**src/rtl/switch_filter.sv**
```systemverilog
`default_nettype none
// ============================================================================
// Module   : switch_filter
// Purpose  : Multi-channel switch debouncer. Each channel is synchronised,
//            filtered by a per-channel stability counter clocked by a shared
//            prescaler tick, and reports rise / fall / long-press pulses.
// Revision : 1.0 - initial release
// ============================================================================
module switch_filter #(
  parameter int               WIDTH       = 8,
  parameter int               CNT_WIDTH   = 4,
  parameter int               SYNC_STAGES = 2,
  parameter int               PRESCALE    = 1,
  parameter int               HOLD_WIDTH  = 8,
  parameter logic [WIDTH-1:0] INIT_VALUE  = '0
) (
  input  logic             i_clk,
  input  logic             i_rst_n,
  input  logic [WIDTH-1:0] iv_input,
  output logic [WIDTH-1:0] ov_output,
  output logic [WIDTH-1:0] ov_rise,
  output logic [WIDTH-1:0] ov_fall,
  output logic [WIDTH-1:0] ov_hold,
  output logic             o_tick
);

  localparam int              PS_W    = (PRESCALE > 1) ? $clog2(PRESCALE) : 1;
  localparam logic [PS_W-1:0] PS_LAST = PS_W'(PRESCALE - 1);

  logic [WIDTH-1:0]     sync_q [SYNC_STAGES];
  logic [WIDTH-1:0]     w_s;
  logic [PS_W-1:0]      ps_q;
  logic                 tick_q;
  logic [CNT_WIDTH-1:0] cnt_q [WIDTH];
  logic [CNT_WIDTH-1:0] cnt_d [WIDTH];
  logic [WIDTH-1:0]     out_q, out_d;
  logic [WIDTH-1:0]     rise_q, rise_d;
  logic [WIDTH-1:0]     fall_q, fall_d;
  logic [WIDTH-1:0]     w_edge;

  assign w_s = sync_q[SYNC_STAGES-1];

  // Metastability chain on the raw switch levels.
  always_ff @(posedge i_clk or negedge i_rst_n) begin
    if (!i_rst_n) begin
      for (int k = 0; k < SYNC_STAGES; k++) sync_q[k] <= INIT_VALUE;
    end else begin
      sync_q[0] <= iv_input;
      for (int k = 1; k < SYNC_STAGES; k++) sync_q[k] <= sync_q[k-1];
    end
  end

  // Free-running prescaler; the tick is registered so it is 1 on every cycle when PRESCALE=1.
  always_ff @(posedge i_clk or negedge i_rst_n) begin
    if (!i_rst_n) begin
      ps_q   <= '0;
      tick_q <= 1'b0;
    end else begin
      ps_q   <= (ps_q == PS_LAST) ? '0 : ps_q + PS_W'(1);
      tick_q <= (ps_q == PS_LAST);
    end
  end

  // Stability filter: any match clears the count; a full run of mismatching ticks commits the new level.
  always_comb begin
    cnt_d  = cnt_q;
    out_d  = out_q;
    rise_d = '0;
    fall_d = '0;
    for (int i = 0; i < WIDTH; i++) begin
      if (w_s[i] == out_q[i]) begin
        cnt_d[i] = '0;
      end else if (tick_q) begin
        if (cnt_q[i] == '1) begin
          cnt_d[i]  = '0;
          out_d[i]  = w_s[i];
          rise_d[i] = w_s[i];
          fall_d[i] = ~w_s[i];
        end else begin
          cnt_d[i] = cnt_q[i] + CNT_WIDTH'(1);
        end
      end
    end
  end

  assign w_edge = rise_d | fall_d;

  // Filter state and edge pulse registers.
  always_ff @(posedge i_clk or negedge i_rst_n) begin
    if (!i_rst_n) begin
      for (int i = 0; i < WIDTH; i++) cnt_q[i] <= '0;
      out_q  <= INIT_VALUE;
      rise_q <= '0;
      fall_q <= '0;
    end else begin
      cnt_q  <= cnt_d;
      out_q  <= out_d;
      rise_q <= rise_d;
      fall_q <= fall_d;
    end
  end

  generate
    if (HOLD_WIDTH > 0) begin : g_hold
      logic [HOLD_WIDTH-1:0] hcnt_q [WIDTH];
      logic [HOLD_WIDTH-1:0] hcnt_d [WIDTH];
      logic [WIDTH-1:0]      hdone_q, hdone_d;
      logic [WIDTH-1:0]      hold_q, hold_d;

      // Long-press detect: the pulse fires on the first tick seen with the counter already
      // saturated, i.e. after 2^HOLD_WIDTH ticks at 1; a coincident fall wins over the hold.
      always_comb begin
        hcnt_d  = hcnt_q;
        hdone_d = hdone_q;
        hold_d  = '0;
        for (int i = 0; i < WIDTH; i++) begin
          if (!out_q[i]) begin
            hcnt_d[i]  = '0;
            hdone_d[i] = 1'b0;
          end else if (tick_q) begin
            if (hcnt_q[i] != '1) begin
              hcnt_d[i] = hcnt_q[i] + HOLD_WIDTH'(1);
            end else if (!hdone_q[i] && !w_edge[i]) begin
              hold_d[i]  = 1'b1;
              hdone_d[i] = 1'b1;
            end
          end
        end
      end

      // Hold counter, one-shot flag and pulse registers.
      always_ff @(posedge i_clk or negedge i_rst_n) begin
        if (!i_rst_n) begin
          for (int i = 0; i < WIDTH; i++) hcnt_q[i] <= '0;
          hdone_q <= '0;
          hold_q  <= '0;
        end else begin
          hcnt_q  <= hcnt_d;
          hdone_q <= hdone_d;
          hold_q  <= hold_d;
        end
      end

      assign ov_hold = hold_q;
    end else begin : g_no_hold
      assign ov_hold = '0;
    end
  endgenerate

  assign ov_output = out_q;
  assign ov_rise   = rise_q;
  assign ov_fall   = fall_q;
  assign o_tick    = tick_q;

endmodule
`default_nettype wire
```
**config.mk**
```make
export PLATFORM = sky130hd
export DESIGN_NAME = switch_filter
export DESIGN_NICKNAME = d
export VERILOG_FILES = /design/src/rtl/switch_filter.sv
export SDC_FILE = /design/constraint.sdc
export NUM_CORES = 1
export LEC_CHECK = 0
export CORE_AREA = 5 5 138 107
export CTS_BUF_LIST = sky130_fd_sc_hd__clkbuf_4
export CTS_CLUSTER_DIAMETER = 30
export DETAILED_ROUTE_END_ITERATION = 12
export DIE_AREA = 0 0 143 112
export DONT_BUFFER_PORTS = 1
export GPL_TIMING_DRIVEN = 0
export PLACE_DENSITY = 0.68
export RECOVER_POWER = 50
export REMOVE_ABC_BUFFERS = 1
export SLEW_MARGIN = 20
export SYNTH_ARGS = -nofsm -noshare
export SYNTH_HDL_FRONTEND = slang
export SYNTH_SLANG_ARGS = --single-unit
```
**constraint.sdc**
```tcl
create_clock -name i_clk -period 1.64 [get_ports i_clk]
set_input_delay 0.164 -clock i_clk [delete_from_list [all_inputs] [get_ports i_clk]]
set_output_delay 0.164 -clock i_clk [all_outputs]
set_load 0.02 [all_outputs]
```
* After elaboration in Yosys (flattened, before gate mapping) *
Index checks and enable logic that the tools add are counted.

word-level totals
  register bits = 154
  bits in latches = 0
  bits in writable memories = 0
  ROM bits = 0
  bits of input ports = 10
  logic and storage cells = 347
  memories = 0

cells by class
  add/sub/neg operators = 17
  $mul = 0
  divide/modulo/power cells = 0
  $lt $le $gt $ge = 0
  equality and inequality tests = 56
  shift-type cells = 0
  multiplexer cells = 161
  bitwise gates (word level) = 18
  reduce and logical (&&, ||, !) cells = 56

operator list
  kind                 number
  $mux 8               24
  $mux 1               113
  $mux 4               24
  $add 8x1->8 const B  8
  $ne 8x8->1 const B   8
  $reduce_and 3->1     16
  $add 4x1->4 const B  8
  $eq 4x4->1 const B   8
  $ne 2x1->1 const B   16
  $ne 2x2->1 const B   16
  $not 1->1            17
  $logic_not 1->1      16
  $reduce_and 2->1     8
  $reduce_bool 2->1    8
  $eq 1x1->1           8
  $logic_and 1x1->1    8
  $or 8x8->8           1
  $add 1x1->1 const B  1

* Longest topological paths before layout *
  depth after elaboration = 11
  gate-level depth with buffers = 6
  mapped depth without buffers = 5

* Least setup slack after synthesis *
No wires, ideal clock.

  path type = reg2reg
  start point = reg g_hold.hcnt_q[8] (netlist bit)
  end point = reg g_hold.hcnt_q[13] (netlist bit)
  library setup time = 81 ps
  data arrival time = 1429 ps
  required time = 1559 ps
  slack = 130 ps
  stages on the path, launching flop included = 6
  buffers on the path = 0
  clock period less this slack = 1510 ps
  path through = dfrtp_1 ha_1 nand3_1 o21ai_2 or4_1 a21oi_1

on the way
  word-level cells in the longest chain between the ends = 4
  elaborated cells on any way between the ends = 7
  classes of those cells = add/sub (1); eq/ne (2); mux (3); reduce/logical (1)

ends and longest elaborated chain
  element                 line  RTL
  start, declared         105   logic [HOLD_WIDTH-1:0] hcnt_q [WIDTH];
  start signal, assigned  138   hcnt_q <= hcnt_d;
  $add 8x1->8             122   hcnt_d[i] = hcnt_q[i] + HOLD_WIDTH'(1);
  $mux 8                  121   if (hcnt_q[i] != '1) begin
  $mux 8                  120   end else if (tick_q) begin
  $mux 8                  117   if (!out_q[i]) begin

Parallel ways exist; a longest one is shown, timed or not. The select of a mux whose other input is x is not followed.
A chain may end at the register's enable or synchronous reset.

* Worst setup path in the final report *
  start point = reg tick_q (netlist: o_tick)
  end point = reg g_hold.hcnt_q[6] (netlist bit)

on the way
  word-level cells in the longest chain between the ends = 2

ends and longest elaborated chain
  element                     line  RTL
  start, declared             33    logic tick_q;
  start signal, assigned      60    tick_q <= (ps_q == PS_LAST);
  $ne 2x2->1 (no line)        --
  $reduce_and 2->1 (no line)  --

Every way passes these cells.

==> impl_metrics.py <==
metrics = {
    "route": {
        "dr.pass1.iters": 4,
        "dr_wl_met3_um": 711,
        "wl_met1_mm": 6.33,
        "finalWirelength_mm": 13.5,
        "drc": 0,
        "highest_layer": "met4",
        "avgViaCountPerCell": 5.88,
        "wl_per_cell_um": 15.8,
        "vias": 5019,
        "antenna_left": 0,
        "drt_iter0_markers": 228,
        "wl_met2_mm": 6.21,
    },
    "worst_setup_path": {
        "cp-end-kind": "flop",
        "start_kind": "flop",
        "cp_data_arrival_time_ns": 2.04,
        "reg2regPathDepth": 5,
        "crit_required_ns": 2.09,
        "slowest_stage": "dfrtp_4",
        "critPathBufInv": 1,
        "reg2reg_slack_ns": 0.05,
        "r2r_start": "o_tick$_DFF_PN0_",
        "crit_fanout": 10,
        "r2r-end": "g_hold.hcnt_q[6]$_DFFE_PN0P_",
        "slowest_delay_ns": 0.54,
        "crit_chain": "buf_4, and3_2, nor2b_1, a21oi_1, and3b_1",
        "startpoint": "o_tick$_DFF_PN0_",
        "critPathTopFamily": "simple AND/OR/NAND/NOR gates",
        "path_class": "flop to flop",
    },
    "synthesis": {
        "synth_ff_type": "dfrtp_1",
        "avgSynthCellArea_um2": 10.7,
        "yosysSeqAreaShare_pct": 55.4,
        "ys_async_sr_fraction_pct": 100,
        "yosysWarnings": 0,
        "synth_edf_count": 0,
        "syn_area_um2": 6910,
        "synth_seq_cells": 153,
        "yosysUniqueCellTypes": 55,
        "netlist_instances": 647,
    },
    "clock_tree": {
        "clk_path_buf_depth": 2,
        "clk-insertion-delay-late_ns": 0.56,
        "clock_sinks": 153,
        "clkTransAtPathRegs_ns": 0.12,
        "clock-root-buffer": "clkbuf_4",
        "cts_hold_buf": 8,
        "cts-htree-levels": 4,
        "numCtsBuffers": 17,
        "cts_tree": "built",
    },
    "placement": {
        "hpwl_mm": 8.24,
        "dp_cells": 806,
        "port_buffers": 0,
        "place.gp.congestion": 0.839,
    },
    "timing": {
        "fmax_mhz": 629,
        "fin_setup_tns_ns": 0,
        "min_period_ns": 1.59,
        "finalSetupViolCount": 0,
        "final_hold_viol_count": 153,
        "finalMaxSlewViolations": 0,
        "slew_headroom_pct": 61.9,
        "post-route-period-util_pct": 96.9,
        "rsz0062_at_grt": "yes",
        "tightest_slew_ns": 0.572,
        "clock-skew-final_ns": 0.0204,
        "hold_slack_ns": -0.711,
    },
    "power_and_ir_drop": {
        "power_frac_seq_pct": 62.2,
        "p_leak_nw": 3.34,
        "pwr-share-clk_pct": 34.2,
        "intPower_mw": 4.80,
        "p_switching_mw": 1.44,
        "p_comb_share_pct": 3.6,
        "p_per_area_nw_per_um2": 821,
        "swShare_pct": 23.0,
        "peakVddDrop_uv": 619,
    },
    "grt": {
        "grt_pass1_vias": 4835,
        "overflow": 0,
        "grt_start_max_net_pins": 154,
        "grt_pass1_wl_mm": 22.8,
        "track_usage_pct": 17.5,
        "antenna_found_initial": 0,
    },
    "final_layout": {
        "fin_nets": 693,
        "drive_gt1_share_pct": 10.3,
        "antenna_cells": 0,
        "fillCellCount": 1136,
        "area_growth_pct": 10.0,
        "stdcell_count": 854,
    },
    "status": {
        "violations": "negative hold slack",
        "status": "complete, but fails checks",
    },
    "job": {
        "maxCapViolCount": 0,
    },
    "hold_path": {
        "min_path_type": "primary input to asynchronous set/reset pin",
    },
    "floorplanning": {
        "fp.dieH_um": 112,
        "core_um2": 13400,
        "chipWidth_um": 143,
        "ioPinCount": 43,
        "die-area_um2": 16000,
        "start_util_pct": 51.6,
        "rows": 37,
    },
}
## cells in the final DEF (no fill, tap or decap), drive strengths merged, types with 13 or more instances in the layout
cell	instances
a21oi	31
a31oi	15
and2	16
and3	14
and4	14
clkbuf	19
clkinv	14
dfrtp	153
ha	16
mux2i	13
nand2	45
nand3	41
nand4	24
nor2	66
nor3	25
o21ai	26
xnor2	16
xor2	13
## cell type report
type                    instances  area, µm²  area share [%]
flip-flops and latches        153       3840            50.6
multi-input cells             467       3030            39.9
well taps                     175        219            2.88
repair buffers                 18        218            2.86
clock buffers                  18        135            1.78
clock inverters                13        111            1.47
inverters                      10       41.3           0.543
## cells in the mapped netlist, types with 5 or more instances
| master | instances | area share [%] |
|---|---|---|
| and4_1 | 14 | 1.8 |
| a41oi_1 | 10 | 1.3 |
| nand2_1 | 45 | 2.4 |
| a31oi_1 | 15 | 1.4 |
| xnor2_1 | 15 | 1.9 |
| nor3_1 | 25 | 1.8 |
| and2_1 | 16 | 1.4 |
| o21a_1 | 11 | 1.2 |
| inv_1 | 7 | 0.38 |
| o21ai_0 | 22 | 1.6 |
| nor2_1 | 65 | 3.5 |
| and3_1 | 14 | 1.3 |
| nand3_1 | 41 | 3.0 |
| buf_2 | 9 | 0.65 |
| xor2_1 | 13 | 1.6 |
| nor4b_1 | 5 | 0.63 |
| a311oi_1 | 11 | 1.4 |
| and3b_1 | 5 | 0.63 |
| dfrtp_1 | 153 | 55 |
| a21oi_1 | 31 | 2.2 |
| nor3b_1 | 6 | 0.65 |
| ha_1 | 16 | 2.9 |
| nand4_1 | 23 | 2.1 |
| mux2i_1 | 13 | 1.9 |
## worst register-to-register path, stage by stage, from the launching register on
cell	delay [ns]
dfrtp_4	0.54
buf_4	0.20
and3_2	0.26
nor2b_1	0.15
a21oi_1	0.15
and3b_1	0.19
## through the flow
step / power (mW) / setup slack (ns) / hold WS, ns / utilization [%] / area [µm²]
2_1_floorplan: 4.07 / -1.24 / -0.132 / - / 6810
3_3_place_gp: 4.10 / -2.38 / -0.125 / 52.6 / 7030
3_5_place_dp: 4.12 / -0.178 / -0.126 / 52.8 / 7060
4_1_cts: 6.30 / 0.00239 / -0.763 / 56.0 / 7490
5_1_grt: 6.51 / -0.0175 / -0.765 / 56.8 / 7600
6_report: 6.24 / 0.0504 / -0.711 / 56.8 / 7600
## cells by family (layout without fill, tap and decap cells)
group                    Yosys count  count (layout)  synth area share [%]
buffers and inverters             27              59                  1.90
XOR/XNOR                          29              29                  3.79
AO/OA/AOI/OAI                    128             128                  12.5
flip-flops                       153             153                  55.4
AND/OR/NAND/NOR                  277             277                  21.1
other                              1               1                0.0543
adder cells (fa/ha/maj)           16              16                  2.90
multiplexers                      16              16                  2.37
## worst max path at each step
stage	to	slack, ns	cells past startpoint
2_1_floorplan	cnt_q[16]$_DFFE_PN0P_	-1.24	4
3_3_place_gp	cnt_q[4]$_DFFE_PN0P_	-2.38	4
3_5_place_dp	g_hold.hcnt_q[23]$_DFFE_PN0P_	-0.18	5
4_1_cts	g_hold.hcnt_q[13]$_DFFE_PN0P_	0.002	5
5_1_grt	g_hold.hcnt_q[40]$_DFFE_PN0P_	-0.02	5
6_report	g_hold.hcnt_q[6]$_DFFE_PN0P_	0.05	5
## flip-flops by register name (all words and copies together), names as in the netlist
signal,flops
cnt_q,32
g_hold.hcnt_q,64
g_hold.hdone_q,8
o_tick,1
ov_fall,8
ov_hold,8
ov_output,8
ov_rise,8
sync_q,8
w_s,8
## layer usage
| layer | global-route usage (%) | vias up |
|---|---|---|
| li1 | - | 2441 |
| met1 | 23.8 | 2461 |
| met2 | 26.7 | 97 |
| met3 | 5.50 | 20 |
| met4 | 5.89 | 0 |
| met5 | 0 | - |
## what timing repair did
action                                  CTS  global route
resized for setup                         7            18
gates cloned                              1             1
endpoints found under the setup margin   49            29
endpoints found under the hold margin   161           153
pin swaps                                 1             2
setup buffers                             4             3
## power groups by stage
stage	Clock [mW]	Sequential, mW	Combinational (mW)
global placement	0	3.98	0.129
CTS	2.21	3.88	0.215
finish	2.13	3.88	0.228
global route	2.36	3.89	0.253
detailed placement	0	3.96	0.166
floorplan	0	3.96	0.113
Power figures use the tool's default switching activity.
